$ cat src/rtl/instmem_loader.sv
// -----------------------------------------------------------------------------
// instmem_loader
//
// Byte-serial programmer for an 8-bit-wide, byte-addressed instruction memory.
// It accepts 32-bit instruction words over a valid/ready handshake. Each word is
// written as four little-endian byte writes to consecutive addresses, with the
// least significant byte at the lowest address. This matches how fetch
// assembles a word: {mem[a+3], mem[a+2], mem[a+1], mem[a]}.
//
// Ports
//   clk         system clock; all state changes on the rising edge
//   rst_n       synchronous active-low reset
//   start       one-cycle load request, honoured only in IDLE
//   start_adr   load base address; the low two bits are forced to zero
//   abort       cancels the load at the next edge from any non-IDLE state
//   w_valid     w_data / w_last are valid
//   w_data      32-bit instruction word
//   w_last      marks the final word of the image
//   w_ready     loader accepts a word this cycle
//   mem_we      byte write strobe to the memory
//   mem_adr     byte address of the current write (0 when mem_we = 0)
//   mem_din     byte being written (0 when mem_we = 0)
//   busy        high in every state except IDLE
//   done        one-cycle pulse after the last byte of the final word
//   word_count  words fully written since the last accepted start
// -----------------------------------------------------------------------------
module instmem_loader #(
    parameter int ADDR_W = 16
) (
    input  logic              clk,
    input  logic              rst_n,
    input  logic              start,
    input  logic [ADDR_W-1:0] start_adr,
    input  logic              abort,
    input  logic              w_valid,
    input  logic [31:0]       w_data,
    input  logic              w_last,
    output logic              w_ready,
    output logic              mem_we,
    output logic [ADDR_W-1:0] mem_adr,
    output logic [7:0]        mem_din,
    output logic              busy,
    output logic              done,
    output logic [ADDR_W-2:0] word_count
);

    typedef enum logic [1:0] {
        IDLE  = 2'd0,
        ARMED = 2'd1,
        WRITE = 2'd2,
        DONE  = 2'd3
    } state_t;

    state_t            state;
    logic [ADDR_W-1:0] word_adr;   // byte address of byte 0 of the current word
    logic [1:0]        idx;        // byte lane being presented during WRITE
    logic [31:0]       word_q;     // captured instruction word
    logic              last_q;     // captured w_last
    logic [1:0]        idx_nxt;

    assign idx_nxt = idx + 2'd1;

    // Every output is a register loaded with the value the *next* state must
    // present, so no input reaches an output without passing through a flop.
    always_ff @(posedge clk) begin
        // NOTE: all control and data state is cleared on reset, including the
        // captured word, so a reset mid-load leaves nothing stale to replay.
        if (!rst_n) begin
            state      <= IDLE;
            word_adr   <= '0;
            idx        <= '0;
            word_q     <= '0;
            last_q     <= 1'b0;
            word_count <= '0;
            w_ready    <= 1'b0;
            mem_we     <= 1'b0;
            mem_adr    <= '0;
            mem_din    <= '0;
            busy       <= 1'b0;
            done       <= 1'b0;
        end else if (abort && state != IDLE) begin
            // The byte presented in this cycle is written by the memory at
            // this same edge; everything after it is cancelled.
            state   <= IDLE;
            w_ready <= 1'b0;
            mem_we  <= 1'b0;
            mem_adr <= '0;
            mem_din <= '0;
            busy    <= 1'b0;
            done    <= 1'b0;
        end else begin
            // NOTE: non-blocking assignments throughout, so every register
            // samples the pre-edge values regardless of statement order.
            unique case (state)
                IDLE: begin
                    if (start) begin
                        word_adr   <= {start_adr[ADDR_W-1:2], 2'b00};
                        word_count <= '0;
                        state      <= ARMED;
                        busy       <= 1'b1;
                        w_ready    <= 1'b1;
                    end
                end

                ARMED: begin
                    if (w_valid) begin
                        word_q  <= w_data;
                        last_q  <= w_last;
                        idx     <= 2'd0;
                        state   <= WRITE;
                        w_ready <= 1'b0;
                        mem_we  <= 1'b1;
                        mem_adr <= word_adr;
                        mem_din <= w_data[7:0];
                    end
                end

                WRITE: begin
                    if (idx == 2'd3) begin
                        word_adr   <= word_adr + ADDR_W'(4);
                        word_count <= word_count + (ADDR_W-1)'(1);
                        idx        <= 2'd0;
                        mem_we     <= 1'b0;
                        mem_adr    <= '0;
                        mem_din    <= '0;
                        if (last_q) begin
                            state <= DONE;
                            done  <= 1'b1;
                        end else begin
                            state   <= ARMED;
                            w_ready <= 1'b1;
                        end
                    end else begin
                        idx     <= idx_nxt;
                        mem_adr <= word_adr + ADDR_W'(idx_nxt);
                        mem_din <= word_q[{idx_nxt, 3'b000} +: 8];
                    end
                end

                DONE: begin
                    state <= IDLE;
                    done  <= 1'b0;
                    busy  <= 1'b0;
                end

                default: state <= IDLE;
            endcase
        end
    end

endmodule

$ cat config.mk
export PLATFORM = sky130hd
export DESIGN_NAME = instmem_loader
export DESIGN_NICKNAME = d
export VERILOG_FILES = /design/src/rtl/instmem_loader.sv
export SDC_FILE = /design/constraint.sdc
export NUM_CORES = 1
export LEC_CHECK = 0
export BUFFER_PORTS_ARGS = -buffer_cell sky130_fd_sc_hd__buf_2
export CORE_MARGIN = 2
export CORE_UTILIZATION = 59
export CTS_CLUSTER_DIAMETER = 80
export DETAILED_ROUTE_END_ITERATION = 10
export GPL_TIMING_DRIVEN = 1
export PLACE_DENSITY = 0.95
export SETUP_SLACK_MARGIN = 0.1
export SLEW_MARGIN = 0
export SYNTH_ARGS = -nofsm -noshare
export SYNTH_HDL_FRONTEND = slang
export SYNTH_SLANG_ARGS = --single-unit
$ cat constraint.sdc
create_clock -name clk -period 4.4 [get_ports clk]
set_input_delay 0.22 -clock clk [delete_from_list [all_inputs] [get_ports clk]]
set_output_delay 0.22 -clock clk [all_outputs]
set_load 0.02 [all_outputs]
== Word level (Yosys, flattened, before mapping) ==
Cells that the tools add are included.

* Logic and storage cells: 78
* Bits of input ports: 54
* Output and inout bits: 43
* Bits in registers: 96

* Mux-type cells: 32
* Eq/ne operators: 9
* Add/sub/neg operators: 4
* Reduce and logical (&&, ||, !) cells: 18
* Bitwise gates (word level): 2
* Shifts and indexed selects: 1

{| class="wikitable"
|+ Operators by type and width
! kind !! count
|-
| 16-bit 2-to-1 mux || 4
|-
| 16-bit one-hot mux with 2 select lines || 2
|-
| 32-bit by 6-bit indexed part select with 8-bit output || 1
|-
| 15-bit 2-to-1 mux || 2
|-
| 15-bit one-hot mux with 2 select lines || 1
|-
| 16-bit by 2-bit adder with 16-bit output || 1
|-
| 16-bit by 3-bit adder with 16-bit output, second input constant || 1
|-
| 8-bit 2-to-1 mux || 2
|-
| 8-bit one-hot mux with 2 select lines || 1
|-
| 15-bit by 1-bit adder with 15-bit output, second input constant || 1
|-
| 3-bit AND reduction || 5
|-
| 2-bit 2-to-1 mux || 6
|-
| 2-bit != test, second input constant || 5
|-
| 2-bit nonzero test || 5
|-
| 1-bit 2-to-1 mux || 8
|-
| 2-bit one-hot mux with 4 select lines || 1
|-
| 2-bit == test, second input constant || 3
|-
| 1-bit one-hot mux with 2 select lines || 3
|-
| 5-bit AND reduction || 1
|-
| 2-bit one-hot mux with 2 select lines || 1
|-
| 2-bit AND reduction || 2
|-
| 4-bit AND reduction || 1
|-
| 1-bit one-hot mux with 3 select lines || 1
|-
| 3-bit nonzero test || 1
|-
| other kinds (6) || 7
|}

== Logic depth before layout (Yosys ltp) ==
* Word-level depth: 4
* Gate-level depth with buffers: 9
* Gate-level depth less buffers: 6

== Least setup slack after synthesis ==
No wires, ideal clock.

* Path kind: register to register
* Start: register state[0]
* End: register word_adr[5]
* Library setup time: 130 ps
* Required time: 4,270 ps
* Cell stages (with the launch flop): 9
* Slack: 2,538 ps
* Arrival: 1,732 ps
* Period minus slack after synthesis: 1,862 ps
* Path through: dfxtp_1 inv_1 ha_1 buf_2 and2_1 o21ai_1 and2_1 clkbuf_1 o22ai_1

* Cells in the longest elaborated chain, start to end: 4

{| class="wikitable"
|+ Ends and longest elaborated chain
! element !! RTL line !! RTL
|-
| from (decl) || 54 || <nowiki>state_t state;</nowiki>
|-
| from (signal assigned) || 69 || <nowiki>state <= IDLE;</nowiki>
|-
| from (signal assigned) || 84 || <nowiki>state <= IDLE;</nowiki>
|-
| from (signal assigned) || 99 || <nowiki>state <= ARMED;</nowiki>
|-
| branches (longest 4 deep; another with 4-bit AND reduction) || - ||
|-
| to (signal assigned) || 97 || <nowiki>word_adr <= {start_adr[ADDR_W-1:2], 2'b00};</nowiki>
|-
| to (signal assigned) || 120 || <nowiki>word_adr <= word_adr + ADDR_W'(4);</nowiki>
|-
| to (decl) || 55 || <nowiki>logic [ADDR_W-1:0] word_adr;</nowiki>
|}

Several ways; the timed one is not identified.
A chain may end at the register's enable or synchronous reset.

== Worst setup path after layout ==
* Start: register state[0]
* End: register mem_adr[12]

* Cells in the longest elaborated chain, start to end: 3

{| class="wikitable"
|+ Ends and longest elaborated chain
! element !! RTL line !! RTL
|-
| 2-bit by 1-bit == test with 1-bit output (tied with other cells) || 94 || <nowiki>unique case (state)</nowiki>
|-
| 2-bit != test (no source line) (tied with other cells) || - ||
|-
| 2-bit AND reduction (no source line) / 2-bit OR reduction (equally long branches) || - ||
|-
| to (signal assigned) || 113 || <nowiki>mem_adr <= word_adr;</nowiki>
|-
| to (signal assigned) || 135 || <nowiki>mem_adr <= word_adr + ADDR_W'(idx_nxt);</nowiki>
|-
| to (decl) || 40 || <nowiki>output logic [ADDR_W-1:0] mem_adr,</nowiki>
|}

Several ways; a longest one is shown, not always the timed one.

==> results.md <==
* Status: finished clean
* Starting Density at roughly 60%
* Reg-to-reg critical path endpoint: mem_adr[12]$_SDFFE_PP0P_
* Synthesized flop and latch total at 94
* RR Startpoint: state[0]$_SDFFE_PP0P_
* Clk_lat worst skew at around 360 ps
* Post-DP HPWL at roughly 8.3 mm
* Worst hold stages at 3
* Int Power at about 1.5 mW
* Core area at between 7000 and 8000 um^2
* Worst Path Max Fanout at 31
* CTS tree: built
* Leak at approximately 2 nW
* Via Count at roughly 4500
* Initial drt markers at roughly 520
* Global-route usage over all layers at a little under 30%
* Largest net degree at the start of global routing at 40
* # diodes at 0
* Die height at just over 90 um
* Max-Cap Viols at 0
* Synth Flop Type: dfxtp_1
* Hold endpoint: word_q[25]$_SDFFE_PN0P_
* Setup violations, final at 0
* Ys async rst share at 0%
* CP Capture Type: flip-flop
* Final Slew Violations at 0
* Power consumption at roughly 2.5 mW
* Post-synthesis sequential area ratio at about two fifths
* Hold_sp: w_data[25]
* Crit path required time at approximately 4700 ps
* CTS root buf: clkbuf_8
* First-pass GRT wire length at between 20 and 25 mm
* Die area at 8480 um^2
* Comb pwr share at about 34%
* Yosys cell types at 55
* Hold Slack at ~84 ps
* Switching power at approximately 0.99 mW
* Pwr Density at around 480 nW/um^2
* Num ports at between 90 and 100
* Drt via density at between 6 and 7
* DRT Pass-1 Iters at 6
* Gr ovfl total at 0
* Port Buf Inserts at 94
* R2R Setup Slk at between 1000 and 1500 ps
* Final Hold Fails at 0
* Synthesis-to-finish area growth at 13.6%
* R2R depth at 7
* Switching share of power at about two fifths
* H-tree depth at 3
* Clk sinks at 94
* VDD IR max at 0.237 mV
* Synthesized area at between 4000 and 5000 um^2
* Final wirelength at around 12 mm
* Share of cells above drive strength 1 at between 20% and 30%
* Routed Antenna Nets at 0
* # Post-CTS Setup Buffers at 0
* Clock transition at path regs at 100 ps
* Worst hold path class: input port to flip-flop
* Die X at 92.1 um
* Synth Instances at 551
* Row count at 32
* Post-CTS Hold Fix Bufs at 0
* Post-Syn Nets at around 600
* # nets final at ~680
* Crit path launch type: flip-flop
* Post-cts sizing count at 0
* Yosys warns at 0
* Number of flops mapped to enable cells by yosys at 0
* Clock power share at a little over a fifth
* Vias in the first global route at approximately 4300
* Clock buffer depth at 2
* Reg power frac at 44.6%
* Crit Path Category: flip-flop to flip-flop
* Tmin final at between 3000 and 4000 ps
* Per-cell routed wire length at 16.7 um
* Initial antenna violation count at 0
* WP data arrival at 3320 ps
* Worst slew pin tran at approximately 1200 ps
* Placer Congestion at roughly 0.9
* Post-route DRC violation count at 0
* Tcrit/Tclk final at between 60 and 70%
* Filler cells at between 600 and 700
* Setup TNS at 0 ps
* Fmax at roughly 330 MHz
* Clock skew at 8.30 ps
* Slew headroom at ~20%
* RSZ-0062 raised after global routing: false
* Syn Area/Cell at between 8 and 9 um^2
* Inserted Clock Buffers at 9
-- metal layers --
metal	vias up	share of wire, %	global-route usage [%]
li1	2125	-	-
met1	2104	41	39.3
met2	272	47	45.6
met3	47	8.8	5.42
met4	0	3.3	14.1
met5	-	0	0
-- sequential cells by signal (all words and copies together), names as in the netlist --
name / cells
mem_we: 1
busy: 1
word_q: 32
mem_din: 8
mem_adr: 16
last_q: 1
word_count: 15
word_adr: 14
state: 2
w_ready: 1
done: 1
idx: 2
-- critical path, cell delays in order (launching register included) --
cell and delay (ps):
dfxtp_1 380, inv_1 100, ha_1 850, mux2i_1 560, buf_4 340, a21oi_2 330
nand3_1 210, o2bb2ai_1 200
-- power groups by stage --
stage	clock, mW	combinational, mW	sequential [mW]
global placement	0	0.790	1.11
finish	0.537	0.837	1.11
global route	0.573	0.924	1.12
detailed placement	0	0.819	1.12
floorplan	0	0.571	1.15
CTS	0.540	0.825	1.10
-- logic make-up after synthesis --
kind of cell,after synthesis,share of synthesized area (%)
buf+inv,57,5.17
flops,94,41.1
simple gates,229,23.9
compound gates,142,21.2
xor+xnor,6,1.15
mux,13,5.03
other cells,1,0.0819
fa+ha+maj,9,2.46
-- Yosys cell counts, types with 7 or more instances --
library cell | instances | area, um^2
clkbuf_1 | 28 | 105
o2111ai_1 | 10 | 87.6
nand4_1 | 7 | 43.8
nand2_1 | 95 | 357
nor3_1 | 21 | 105
mux4_2 | 8 | 180
a21oi_1 | 50 | 250
nand3_1 | 20 | 100
or3_1 | 13 | 81.3
o21ai_1 | 8 | 40.0
ha_1 | 9 | 113
a221oi_1 | 10 | 87.6
a22oi_1 | 14 | 105
nor2_1 | 35 | 131
inv_1 | 12 | 45.0
buf_2 | 12 | 60.1
o31ai_1 | 8 | 60.1
dfxtp_1 | 94 | 1880
-- stage by stage --
stage	worst slack (ps)	utilization (%)	cells	area, um^2
after detailed placement	1460	66.0	706	5020
after global routing	1060	68.4	722	5200
after floorplan	2540	-	551	4580
final	1370	68.4	722	5200
after CTS	1450	68.4	722	5200
after global placement	1550	66.0	706	5020
-- layout make-up --
cell class	count	area [um^2]	share of cell area, %
Clock inverter	7	57.6	1.11
Multi-Input combinational cell	400	2460	47.4
Sequential cell	94	1880	36.2
Clock buffer	9	124	2.38
Inverter	12	45.0	0.866
Tap cell	102	128	2.45
Timing Repair Buffer	98	500	9.62
-- worst max-delay path by stage --
stage                               end  slack (ps)                  start
6_report       mem_adr[12]$_SDFFE_PP0P_        1370  state[0]$_SDFFE_PP0P_
5_1_grt         mem_adr[8]$_SDFFE_PP0P_        1060  state[0]$_SDFFE_PP0P_
4_1_cts        mem_adr[14]$_SDFFE_PP0P_        1450  state[0]$_SDFFE_PP0P_
3_5_place_dp   mem_adr[14]$_SDFFE_PP0P_        1460  state[0]$_SDFFE_PP0P_
3_3_place_gp    mem_adr[8]$_SDFFE_PP0P_        1550  state[0]$_SDFFE_PP0P_
2_1_floorplan  word_adr[5]$_SDFFE_PN0P_        2540  state[0]$_SDFFE_PP0P_
-- cell usage in the layout (no fill, tap or decap), types with 3 or more instances in the layout --
master,instances
a31oi_1,5
mux2i_1,5
buf_4,4
nand3_1,20
nor2_1,35
dfxtp_1,94
nor2b_1,6
nand4_1,7
xnor2_1,6
nand2_1,95
a21oi_1,50
nor4_1,4
clkinvlp_4,3
o31ai_1,8
ha_1,9
a2111o_1,3
inv_1,12
nand2b_1,5
o21ai_1,7
and3_1,4
mux4_2,8
clkbuf_8,9
o21a_1,6
a221oi_1,10
o32ai_1,3
and2_1,5
and4_1,6
or3_1,13
a22oi_1,14
o2bb2ai_1,5
o2111ai_1,10
buf_2,94
nor3_1,21
o21ai_0,5
No activity file was read; power rests on OpenSTA's default activity.
